==> src/rtl/jzjpcc_fetch_pkg.sv <==
// Shared types and sizing helpers for the fetch sequencer.
// The INIT down-counter width follows INIT_CYCLES, which is only known at the instantiation site.
package jzjpcc_fetch_pkg;

    typedef enum logic [1:0] {FS_INIT, FS_RUN, FS_HALT} fetchState_t;

    function automatic int fetch_init_cnt_w(input int cycles);
        return (cycles < 1) ? 1 : $clog2(cycles + 1);
    endfunction

    localparam int INIT_CNT_W_DEFAULT = fetch_init_cnt_w(2);

endpackage

==> src/rtl/jzjpcc_redirect_arbiter.sv <==
// Priority logic for RUN-state fetch control: halt > branch > load-use hazard > jump.
module jzjpcc_redirect_arbiter
    import jzjpcc_fetch_pkg::*;
#(
    parameter int PC_MAX_B = 31
) (
    input  logic                haltRequest,
    input  logic                executeBranchRequest,
    input  logic [PC_MAX_B:2]   executeBranchTarget,
    input  logic                loadUseHazard,
    input  logic                decodeJumpRequest,
    input  logic [PC_MAX_B:2]   decodeJumpTarget,
    output logic                stall_fetch,
    output logic                stall_decode,
    output logic                pcCTWriteEnable,
    output logic [PC_MAX_B:2]   controlTransferNewPC,
    output logic                flush_fetch,
    output logic                flush_decode
);

    // A branch squashes the younger hazard/jump instructions; a hazard defers the jump by holding decode.
    always_comb begin
        stall_fetch          = 1'b0;
        stall_decode         = 1'b0;
        pcCTWriteEnable      = 1'b0;
        controlTransferNewPC = '0;
        flush_fetch          = 1'b0;
        flush_decode         = 1'b0;
        if (haltRequest) begin
            stall_fetch  = 1'b1;
            stall_decode = 1'b1;
            flush_decode = 1'b1;
        end else if (executeBranchRequest) begin
            pcCTWriteEnable      = 1'b1;
            controlTransferNewPC = executeBranchTarget;
            flush_fetch          = 1'b1;
            flush_decode         = 1'b1;
        end else if (loadUseHazard) begin
            stall_fetch  = 1'b1;
            stall_decode = 1'b1;
            flush_decode = 1'b1;
        end else if (decodeJumpRequest) begin
            pcCTWriteEnable      = 1'b1;
            controlTransferNewPC = decodeJumpTarget;
            flush_fetch          = 1'b1;
        end
    end

endmodule

==> src/rtl/jzjpcc_fetch_sequencer.sv <==
// Fetch-stage sequencer: INIT while instruction SRAM primes, then RUN with redirect/stall arbitration, HALT until reset.
// Outputs are Mealy so the PC's nextPC can be captured by the imem address register in the same cycle.
module jzjpcc_fetch_sequencer
    import jzjpcc_fetch_pkg::*;
#(
    parameter int PC_MAX_B    = 31,
    parameter int INIT_CYCLES = 2,
    parameter int STAT_W      = 16
) (
    input  logic                clock,
    input  logic                reset,
    input  logic                decodeJumpRequest,
    input  logic [PC_MAX_B:2]   decodeJumpTarget,
    input  logic                executeBranchRequest,
    input  logic [PC_MAX_B:2]   executeBranchTarget,
    input  logic                loadUseHazard,
    input  logic                haltRequest,
    output logic                initialize,
    output logic                stall_fetch,
    output logic                pcCTWriteEnable,
    output logic [PC_MAX_B:2]   controlTransferNewPC,
    output logic                stall_decode,
    output logic                flush_fetch,
    output logic                flush_decode,
    output logic                halted,
    output logic [STAT_W-1:0]   statBubbles
);

    localparam int CNT_W = fetch_init_cnt_w(INIT_CYCLES);
    localparam logic [CNT_W-1:0] INIT_RELOAD = CNT_W'(INIT_CYCLES - 1);

    if (INIT_CYCLES < 1) begin : g_bad_init_cycles
        $fatal(1, "jzjpcc_fetch_sequencer: INIT_CYCLES must be at least 1");
    end

    fetchState_t        state;
    logic [CNT_W-1:0]   init_cnt;
    logic               bubble;

    logic               arb_stall_fetch;
    logic               arb_stall_decode;
    logic               arb_ct_we;
    logic [PC_MAX_B:2]  arb_ct_pc;
    logic               arb_flush_fetch;
    logic               arb_flush_decode;

    jzjpcc_redirect_arbiter #(
        .PC_MAX_B(PC_MAX_B)
    ) u_arbiter (
        .haltRequest          (haltRequest),
        .executeBranchRequest (executeBranchRequest),
        .executeBranchTarget  (executeBranchTarget),
        .loadUseHazard        (loadUseHazard),
        .decodeJumpRequest    (decodeJumpRequest),
        .decodeJumpTarget     (decodeJumpTarget),
        .stall_fetch          (arb_stall_fetch),
        .stall_decode         (arb_stall_decode),
        .pcCTWriteEnable      (arb_ct_we),
        .controlTransferNewPC (arb_ct_pc),
        .flush_fetch          (arb_flush_fetch),
        .flush_decode         (arb_flush_decode)
    );

    // Only RUN consults the request inputs, so unknown inputs in INIT/HALT cannot reach the outputs.
    always_comb begin
        initialize           = 1'b0;
        stall_fetch          = 1'b0;
        pcCTWriteEnable      = 1'b0;
        controlTransferNewPC = '0;
        stall_decode         = 1'b0;
        flush_fetch          = 1'b0;
        flush_decode         = 1'b0;
        halted               = 1'b0;
        case (state)
            FS_RUN: begin
                stall_fetch          = arb_stall_fetch;
                pcCTWriteEnable      = arb_ct_we;
                controlTransferNewPC = arb_ct_pc;
                stall_decode         = arb_stall_decode;
                flush_fetch          = arb_flush_fetch;
                flush_decode         = arb_flush_decode;
            end
            FS_HALT: begin
                stall_fetch  = 1'b1;
                stall_decode = 1'b1;
                flush_decode = 1'b1;
                halted       = 1'b1;
            end
            default: begin
                initialize   = 1'b1;
                stall_decode = 1'b1;
                flush_fetch  = 1'b1;
                flush_decode = 1'b1;
            end
        endcase
    end

    assign bubble = flush_fetch | flush_decode | stall_fetch;

    always_ff @(posedge clock or posedge reset) begin
        if (reset) begin
            state       <= FS_INIT;
            init_cnt    <= INIT_RELOAD;
            statBubbles <= '0;
        end else begin
            case (state)
                FS_INIT: begin
                    if (init_cnt == '0) begin
                        state <= FS_RUN;
                    end else begin
                        init_cnt <= init_cnt - 1'b1;
                    end
                end
                FS_RUN: begin
                    if (bubble && (statBubbles != '1)) begin
                        statBubbles <= statBubbles + 1'b1;
                    end
                    if (haltRequest) begin
                        state <= FS_HALT;
                    end
                end
                FS_HALT: begin
                    state <= FS_HALT;
                end
                default: begin
                    state    <= FS_INIT;
                    init_cnt <= INIT_RELOAD;
                end
            endcase
        end
    end

    a_no_redirect_while_stalled: assert property (
        @(posedge clock) disable iff (reset) !(pcCTWriteEnable && stall_fetch)
    );

endmodule

==> config.mk <==
export PLATFORM = sky130hd
export DESIGN_NAME = jzjpcc_fetch_sequencer
export DESIGN_NICKNAME = d
export VERILOG_FILES = /design/src/rtl/jzjpcc_fetch_pkg.sv /design/src/rtl/jzjpcc_redirect_arbiter.sv /design/src/rtl/jzjpcc_fetch_sequencer.sv
export SDC_FILE = /design/constraint.sdc
export NUM_CORES = 1
export LEC_CHECK = 0
export CAP_MARGIN = 20
export CORE_ASPECT_RATIO = 0.6
export CORE_MARGIN = 10
export CORE_UTILIZATION = 40
export DETAILED_ROUTE_END_ITERATION = 16
export DONT_BUFFER_PORTS = 1
export MAX_ROUTING_LAYER = met4
export SLEW_MARGIN = 20
export SYNTH_ARGS = -nofsm -noshare
export SYNTH_HDL_FRONTEND = slang
export SYNTH_SLANG_ARGS = --single-unit
==> constraint.sdc <==
create_clock -name clock -period 2.25 [get_ports clock]
set_clock_uncertainty 0.05 [all_clocks]
set_input_delay 0.1125 -clock clock [delete_from_list [all_inputs] [get_ports clock]]
set_output_delay 0.1125 -clock clock [all_outputs]
set_load 0.02 [all_outputs]
==> results.json, run 1 <==
{
  "outcome": "completed",
  "core_um2": 3720,
  "grt_pass1_wl_um": 7870,
  "cpPeakStageDelay_ns": 0.38,
  "wl_per_cell_um": 20.8,
  "synth_area_um2": 1560,
  "critPathCaptureType": "output port",
  "post_cts_resized": 0,
  "ys_ff_latch": 20,
  "cts.clk_slew.worst_paths_ns": 0.07,
  "slowest_stage": "dfrtp_1",
  "fin_nets": 284,
  "clk_path_buf_depth": 2,
  "place_inst": 254,
  "fin_ws_ns": 0.179,
  "critPathArrivalTime_ns": 1.91,
  "path_cells": "inv_1 -> ha_1 -> nor2b_1 -> o21ai_4 -> nor2_1 -> buf_4",
  "vias_per_cell": 5.48,
  "clk_latency_ns": 0.26,
  "grt_pass1_vias": 1476,
  "worst-path-buf-inv": 2,
  "leakage_nw": 0.950,
  "numCtsBuffers": 3,
  "dr.first_iter.drc_count": 163,
  "critical_path_class": "reg2out",
  "cts_tree": "built",
  "diodes": 0,
  "wirelength_um": 5390,
  "htree_levels": 1,
  "vias": 1420,
  "slew_viol_final": 0,
  "dieArea_um2": 6880,
  "row_count": 17,
  "drive_above_1_share": 0.231,
  "setup_viol": 0,
  "floorplan.initialDensity": 0.419,
  "syn_avg_cell_area_um2": 8.87,
  "rsz0062_at_grt": "false",
  "yosys_warnings": 0,
  "stdcell_count": 259,
  "place_congestion": 0.840,
  "gr-total-overflow": 0,
  "antenna_found_initial": 0,
  "numClockSinks": 20,
  "dr.pass1.iters": 4,
  "maxSlewHeadroom": 0.506,
  "synthDistinctLibCells": 34,
  "synth_cells": 176,
  "hold_violations": 0,
  "dp_slack_ns": 0.263,
  "synth-seq-area-share": 0.322,
  "die_w_um": 101,
  "drv_cap": 0,
  "power_mw": 1.52,
  "powerDensity_nw_per_um2": 783,
  "post-route-period-util": 0.920,
  "synth_nets": 247,
  "crit_fanout": 32,
  "startpoint_type": "flip-flop",
  "drc_errors": 0,
  "dieHeight_um": 68.4,
  "root_buffer": "clkbuf_8",
  "setup-tns-final_ns": 0,
  "ir_drop_uv": 348,
  "syn2layout_area_growth_pct": 24.5,
  "cp_top_family": "simple AND/OR/NAND/NOR gates",
  "layout_common_cells": "buf_4, nor2_1, mux2i_1",
  "hold_path.class": "in2reg",
  "worst_pin_slew_ns": 0.741,
  "ant_nets": 0,
  "layout_min_cycle_time_ns": 2.07,
  "fmax_mhz": 483,
  "required_ns": 2.09,
  "portBuffers": 0,
  "layout.cells.most_common": "buf_4",
  "io_pins": 119,
  "finish.utilization": 0.522,
  "hpwl_um": 4600,
  "gr-usage-all-layers": 0.149,
  "grt_max_degree": 35
}
## repair_timing
item,4_1_cts,5_1_grt
hold buffers,1,0
setup buffers,0,0
endpoints found under the hold margin,19,0
endpoints found under the setup margin,0,0
## area by class of cell
type                            count  area (um2)
Clock buffer                        4        45.0
Fill cell                         323        1780
Inverter                           12        45.0
Multi-Input combinational cell    135         981
Sequential cell                    20         502
Tap cell                           47        58.8
Timing Repair Buffer               41         310
## sequential cells by signal (all words and copies together), names as in the netlist
register and cells:
statBubbles 16, state 2, init_cnt 2
## power breakdown
part,switching (mW),leakage [nW],internal [mW],total [mW]
registers,0.0400,0.260,0.435,0.475
logic,0.500,0.668,0.302,0.802
clock network,0.117,0.0228,0.126,0.243
total,0.657,0.950,0.863,1.52
## Yosys cell counts
| library cell | count | area share |
|---|---|---|
| nand2_1 | 4 | 0.0096 |
| dfrtp_1 | 19 | 0.30 |
| nand4_1 | 5 | 0.020 |
| or3_4 | 1 | 0.0072 |
| clkbuf_1 | 4 | 0.0096 |
| xnor2_1 | 15 | 0.084 |
| o21a_1 | 1 | 0.0048 |
| o2111a_1 | 1 | 0.0072 |
| o2bb2ai_1 | 1 | 0.0056 |
| and2_1 | 3 | 0.012 |
| nor2_1 | 33 | 0.079 |
| and3_1 | 3 | 0.012 |
| nand2b_1 | 1 | 0.0040 |
| ha_1 | 5 | 0.040 |
| nand3_2 | 1 | 0.0064 |
| a21oi_1 | 5 | 0.016 |
| o211ai_1 | 1 | 0.0048 |
| buf_2 | 2 | 0.0064 |
| o21ai_1 | 3 | 0.0096 |
| buf_1 | 2 | 0.0048 |
| dfstp_2 | 1 | 0.017 |
| buf_6 | 1 | 0.0072 |
| nand3_1 | 1 | 0.0032 |
| mux2i_1 | 30 | 0.19 |
| a21boi_2 | 1 | 0.0072 |
| and4_1 | 1 | 0.0056 |
| nor2b_1 | 3 | 0.012 |
| inv_1 | 12 | 0.029 |
| o2111ai_1 | 7 | 0.039 |
| o21ai_0 | 4 | 0.013 |
| mux2_1 | 1 | 0.0072 |
| o211ai_2 | 1 | 0.0080 |
| nor3_1 | 2 | 0.0064 |
| nor4_1 | 1 | 0.0040 |
## path summary, 6_finish.rpt
path                            slack (ns)      startpoint                        to  cells past startpoint
worst max-delay path                  0.18        state[1]  controlTransferNewPC[22]                      6
max in group asynchronous             1.31           reset               init_cnt[1]                      2
worst min-delay path                  0.21     haltRequest                  state[0]                      3
worst min register to register        0.47     init_cnt[0]               init_cnt[0]                      2
worst max register to register        0.24  statBubbles[6]            statBubbles[1]                      4
min in group asynchronous             0.37           reset            statBubbles[5]                      2
## metrics by stage
step | area [um2] | hold WS (ns)
3_5_place_dp | 1880 | 0.128
6_report | 1940 | 0.211
2_1_floorplan | 1560 | 0.0256
3_3_place_gp | 1880 | 0.115
4_1_cts | 1930 | 0.181
5_1_grt | 1940 | 0.198
## cells by family after synthesis
family                     synth area share
xor gates and xnor gates             0.0842
DFF                                   0.322
buffers and inverters                0.0569
AOI/OAI and AO/OA                     0.115
adders and majority gates            0.0401
and+or+nand+nor                       0.182
muxes                                 0.200
## worst reg2reg max path, stage by stage, from the launching register on
cell and delay [ns]:
dfrtp_1 0.54, nand2_1 0.18, or3_4 0.50, o21ai_1 0.28
mux2_1 0.35
## metal layers
layer	up-vias	wire [um]	GRT usage
met1	687	2040	0.165
met3	4	355	0.0523
li1	683	-	-
met4	0	40	0.0316
met5	-	0	-
met2	46	2950	0.255
Power figures use the tool's default switching activity.
==> run 2: changes to the inputs <==
- SKIP_CTS_REPAIR_TIMING: unset -> 1
- clock period: 2.25 -> 2.3 ns (I/O delays scaled with it)
==> run 2 against run 1 <==
Critical endpoint is now controlTransferNewPC[27]. Largest cell class unchanged. Sequential cell count did not move. Non-clock buffer count shrank 22. First-iteration DRC count is 35% lower. Clock power increased by 45%. Via count shrank 4.8%. Global-route usage decreased by 1.1 points. Highest routed layer unchanged. Cell count fell by 8.5%. Critical path depth fell by 1. Count of clock-buffer cells in the layout decreased by 1.
==> results.json, run 2 (synthesis results as in run 1) <==
{
  "outcome": "completed",
  "p_sw_uw": 639,
  "worst-path-buf-inv": 1,
  "dieHeight_um": 68.4,
  "ant_nets": 0,
  "hold_path.class": "in2reg",
  "p_int_uw": 925,
  "drv_cap": 0,
  "dr.pass1.iters": 4,
  "layout_min_cycle_time_ns": 2.13,
  "placed_area_um2": 1710,
  "hold_ws_ns": 0.203,
  "power_mw": 1.56,
  "leakage_nw": 0.844,
  "fin_nets": 262,
  "grt_max_degree": 35,
  "cpPeakStageDelay_ns": 0.42,
  "ir_drop_uv": 405,
  "layout_common_cells": "nor2_1, mux2i_1, dfrtp_1",
  "worst_pin_slew_ns": 0.766,
  "startpoint_type": "flip-flop",
  "setup_viol": 0,
  "critPathCaptureType": "output port",
  "vias": 1352,
  "io_pins": 119,
  "gr-usage-all-layers": 0.138,
  "die_w_um": 101,
  "crit_fanout": 32,
  "maxSlewHeadroom": 0.489,
  "required_ns": 2.13,
  "slowest_stage": "nor2_1",
  "seq_power_share": 0.297,
  "grt_pass1_wl_um": 7470,
  "drive_above_1_share": 0.147,
  "grt_pass1_vias": 1417,
  "wl_per_cell_um": 21.2,
  "p_clk_frac": 0.225,
  "clk_latency_ns": 0.26,
  "gr-total-overflow": 0,
  "top_register": "statBubbles",
  "post-route-period-util": 0.928,
  "setup-tns-final_ns": 0,
  "rsz0062_at_grt": "false",
  "slew_viol_final": 0,
  "row_count": 17,
  "finish.utilization": 0.484,
  "dieArea_um2": 6880,
  "largest_reg_flops": 16,
  "cp_top_family": "simple AND/OR/NAND/NOR gates",
  "htree_levels": 1,
  "critical_path_class": "reg2out",
  "fillers": 329,
  "cts.clk_slew.worst_paths_ns": 0.08,
  "place_inst": 232,
  "critPathArrivalTime_ns": 1.97,
  "numCtsBuffers": 3,
  "dr.first_iter.drc_count": 106,
  "top_regs": "statBubbles: 16 flops, init_cnt: 2 flops, state: 2 flops",
  "numClockSinks": 20,
  "fin_ws_ns": 0.166,
  "powerDensity_nw_per_um2": 868,
  "switching_share": 0.409,
  "hold_violations": 0,
  "antenna_found_initial": 0,
  "power_frac_comb": 0.478,
  "stdcell_count": 237,
  "place_congestion": 0.894,
  "portBuffers": 0,
  "dp_slack_ns": 0.381,
  "floorplan.initialDensity": 0.419,
  "syn2layout_area_growth_pct": 15.6,
  "core_um2": 3720,
  "vias_per_cell": 5.70,
  "layout.area.seq_um2": 502,
  "layout.cells.most_common": "nor2_1",
  "path_cells": "inv_1 -> ha_1 -> nor2b_1 -> o21ai_4 -> nor2_1",
  "wirelength_um": 5030,
  "hpwl_um": 4180,
  "drc_errors": 0,
  "cts_tree": "built",
  "clk_path_buf_depth": 2,
  "root_buffer": "clkbuf_8",
  "finalInstanceArea_um2": 1800,
  "diodes": 0,
  "fmax_mhz": 469,
  "multiInputGateArea_um2": 981
}
-- run 2: cell count changes in the layout (fill, tap and decap cells not counted), sizes merged --
| cell | change |
|---|---|
| buf | -22 |
| bufinv | +1 |
| clkbuf | -1 |
-- run 2: routing by layer --
layer  GRT usage  vias up  part of all wire
met5           -        -                 0
met4      0.0421        0             0.014
met3      0.0543        6             0.073
met2       0.219       61              0.52
met1       0.158      641              0.39
li1            -      644                 -
-- run 2: power by group through the flow --
stage	registers [mW]	clock network (mW)	logic, mW
after floorplan	0.535	0	0.468
after global placement	0.467	0	0.724
after detailed placement	0.471	0	0.747
after CTS	0.464	0.359	0.753
after global routing	0.472	0.376	0.834
final	0.465	0.352	0.748
-- run 2: cell type report --
cell class,instances,area share
clock buffers,3,0.0229
clock inverters,1,0.0167
inverters,12,0.0250
multi-input cells,135,0.544
flip-flops and latches,20,0.278
well taps,47,0.0326
repair buffers,19,0.0805
-- run 2: worst register-to-register path, delay by kind of cell, from the launching register on --
family	cells	cell delay (ns)
AND/OR/NAND/NOR	2	0.67
flip-flops	1	0.52
multiplexers	1	0.34
AO/OA/AOI/OAI	1	0.25
-- run 2: final timing paths --
| path | startpoint | to | slack [ns] | cells after the start |
|---|---|---|---|---|
| max in group asynchronous | reset | statBubbles[9] | 1.34 | 2 |
| min in group asynchronous | reset | statBubbles[5] | 0.37 | 2 |
| min reg2reg | init_cnt[0] | init_cnt[0] | 0.46 | 2 |
| min | haltRequest | state[0] | 0.20 | 3 |
| max reg2reg | statBubbles[5] | statBubbles[1] | 0.34 | 4 |
| max | state[1] | controlTransferNewPC[27] | 0.17 | 5 |
==> run 3: changes to the inputs <==
- ABC_AREA: unset -> 1
==> run 3 against run 2 <==
Synthesized cell count rose by 66%. Die area rose by 7.9%. First-iteration DRC count rose by 3.8%. Cell area rose by 14%. Hold slack got worse by 0.050 ns. Total power rose by 8.8%. Combinational power rose by 14%. Core utilization rose by 1.4 points.
==> results.json, run 3 <==
{
  "setup_viol": 0,
  "numClockSinks": 20,
  "leakage_nw": 1.07,
  "critPathArrivalTime_ns": 1.90,
  "layout.area.seq_um2": 502,
  "grt_pass1_vias": 1699,
  "numCtsBuffers": 3,
  "vias": 1821,
  "synth_common_cells": "nand2_1, nor2_1, nor3_1, inv_1, dfrtp_1",
  "synth_top_area_frac": 0.276,
  "fmax_mhz": 483,
  "drc_errors": 0,
  "path_cells": "inv_1 -> ha_1 -> nand2_1 -> inv_1 -> nand2_1 -> buf_4 -> nor3_1 -> buf_4",
  "cts_tree": "built",
  "gr-total-overflow": 0,
  "drive_above_1_share": 0.138,
  "synth.most_common_cell": "nand2_1",
  "worst-path-buf-inv": 4,
  "yosysTopAreaCell": "dfrtp_1",
  "hold_path.class": "in2reg",
  "async_flop_share": 1.00,
  "cp_top_family": "buffers and inverters",
  "diodes": 0,
  "top_regs": "statBubbles: 16 flops, init_cnt: 2 flops, state: 2 flops",
  "post-route-period-util": 0.900,
  "drv_cap": 0,
  "cpPeakStageDelay_ns": 0.41,
  "startpoint_type": "flip-flop",
  "clk_path_buf_depth": 2,
  "ys_ff_latch": 20,
  "place_congestion": 0.758,
  "fillers": 437,
  "dr.first_iter.drc_count": 110,
  "slew_viol_final": 0,
  "slowest_stage": "dfrtp_1",
  "largest_reg_flops": 16,
  "finalInstanceArea_um2": 2060,
  "synth-seq-area-share": 0.291,
  "core_um2": 4140,
  "cts.clk_slew.worst_paths_ns": 0.07,
  "syn_avg_cell_area_um2": 5.91,
  "hold_ws_ns": 0.153,
  "gr-usage-all-layers": 0.141,
  "layout_common_cells": "nand2_1, nor2_1, buf_4",
  "grt_pass1_wl_um": 8670,
  "synth_area_um2": 1730,
  "clk_latency_ns": 0.27,
  "wirelength_um": 5680,
  "antenna_found_initial": 0,
  "synth_area_leaders": "dfrtp_1, nand2_1, nor2_1",
  "floorplan.initialDensity": 0.416,
  "rsz0062_at_grt": "false",
  "layout.cells.most_common": "nand2_1",
  "ant_nets": 0,
  "synth_nets": 363,
  "multiInputGateArea_um2": 1080,
  "yosys_warnings": 0,
  "synthDistinctLibCells": 23,
  "root_buffer": "clkbuf_8",
  "hold_violations": 0,
  "worst_pin_slew_ns": 0.778,
  "syn2layout_area_growth_pct": 19.6,
  "placed_area_um2": 2000,
  "maxSlewHeadroom": 0.481,
  "setup-tns-final_ns": 0,
  "dr.pass1.iters": 4,
  "io_pins": 119,
  "outcome": "completed",
  "crit_fanout": 31,
  "row_count": 18,
  "htree_levels": 1,
  "layout_min_cycle_time_ns": 2.07,
  "synth_cells": 292,
  "dieHeight_um": 70.9,
  "portBuffers": 0,
  "critical_path_class": "reg2out",
  "vias_per_cell": 4.80,
  "die_w_um": 105,
  "synth_edf_count": 0,
  "required_ns": 2.13,
  "grt_max_degree": 33,
  "ir_drop_uv": 513,
  "wl_per_cell_um": 15.0,
  "dieArea_um2": 7430,
  "synthFlopType": "dfrtp_1",
  "hpwl_um": 4670,
  "fin_nets": 391,
  "powerDensity_nw_per_um2": 825,
  "top_register": "statBubbles",
  "critPathCaptureType": "output port"
}
## run 3: cell count changes in the layout (fill, tap and decap cells not counted), sizes merged, moves of 13 or more
cell | previous run | this run
nand2 | 4 | 88
nor3 | 2 | 32
inv | 12 | 25
buf | 18 | 33
nor2 | 33 | 81
mux2i | 30 | 0
## run 3: final cells by class
class / instances / area share
clock buffer: 4 / 0.0267
tap: 60 / 0.0364
inverter: 25 / 0.0455
sequential: 20 / 0.243
timing repair buffer: 34 / 0.125
multi-input combinational: 236 / 0.523
## run 3: report_power, final
group / internal [mW] / switching (mW)
Sequential: 0.432 / 0.139
Clock: 0.153 / 0.129
Combinational: 0.269 / 0.581
## run 3: per-stage QoR
| step | worst slack [ns] | util | power, mW | instances |
|---|---|---|---|---|
| after floorplan | 0.532 | - | 1.20 | 292 |
| after global placement | 0.458 | 0.482 | 1.41 | 374 |
| after detailed placement | 0.388 | 0.482 | 1.44 | 374 |
| after CTS | 0.216 | 0.495 | 1.72 | 378 |
| after global routing | 0.0900 | 0.498 | 1.83 | 379 |
| final | 0.230 | 0.498 | 1.70 | 379 |
## run 3: path summary, 6_finish.rpt
check,start,end,slack (ns),cells past startpoint
min in group asynchronous,reset,statBubbles[3],0.38,2
max,state[1],controlTransferNewPC[25],0.23,8
max reg2reg,state[1],statBubbles[0],0.38,11
max in group asynchronous,reset,statBubbles[4],1.34,2
min,haltRequest,state[0],0.15,4
min reg2reg,state[0],state[0],0.47,2
## run 3: logic make-up (layout without fill, tap and decap cells)
family                     count (synthesis)  in the layout  share of synthesized area
DFF                                       20             20                      0.291
AOI/OAI and AO/OA                          6              6                     0.0196
buffers and inverters                     36             63                     0.0834
and+or+nand+nor                          214            214                      0.514
xor gates and xnor gates                  11             11                     0.0558
adders and majority gates                  5              5                     0.0363
## run 3: worst reg2reg max path, stage by stage, from the launching register on
cell and delay (ns):
dfrtp_1 0.39, inv_1 0.08, ha_1 0.31, inv_1 0.23, nor2_1 0.08, nand2_1 0.08
nand2_1 0.06, nor2_2 0.17, inv_2 0.06, nand2_4 0.16, nand2_1 0.10, nand2_1 0.08
## run 3: per-layer routing
| layer | GRT usage | share of wire | vias to the layer above |
|---|---|---|---|
| met3 | 0.0470 | 0.065 | 3 |
| li1 | - | - | 961 |
| met4 | 0.0182 | 0.0037 | 0 |
| met5 | - | 0 | - |
| met1 | 0.170 | 0.43 | 805 |
| met2 | 0.230 | 0.50 | 52 |
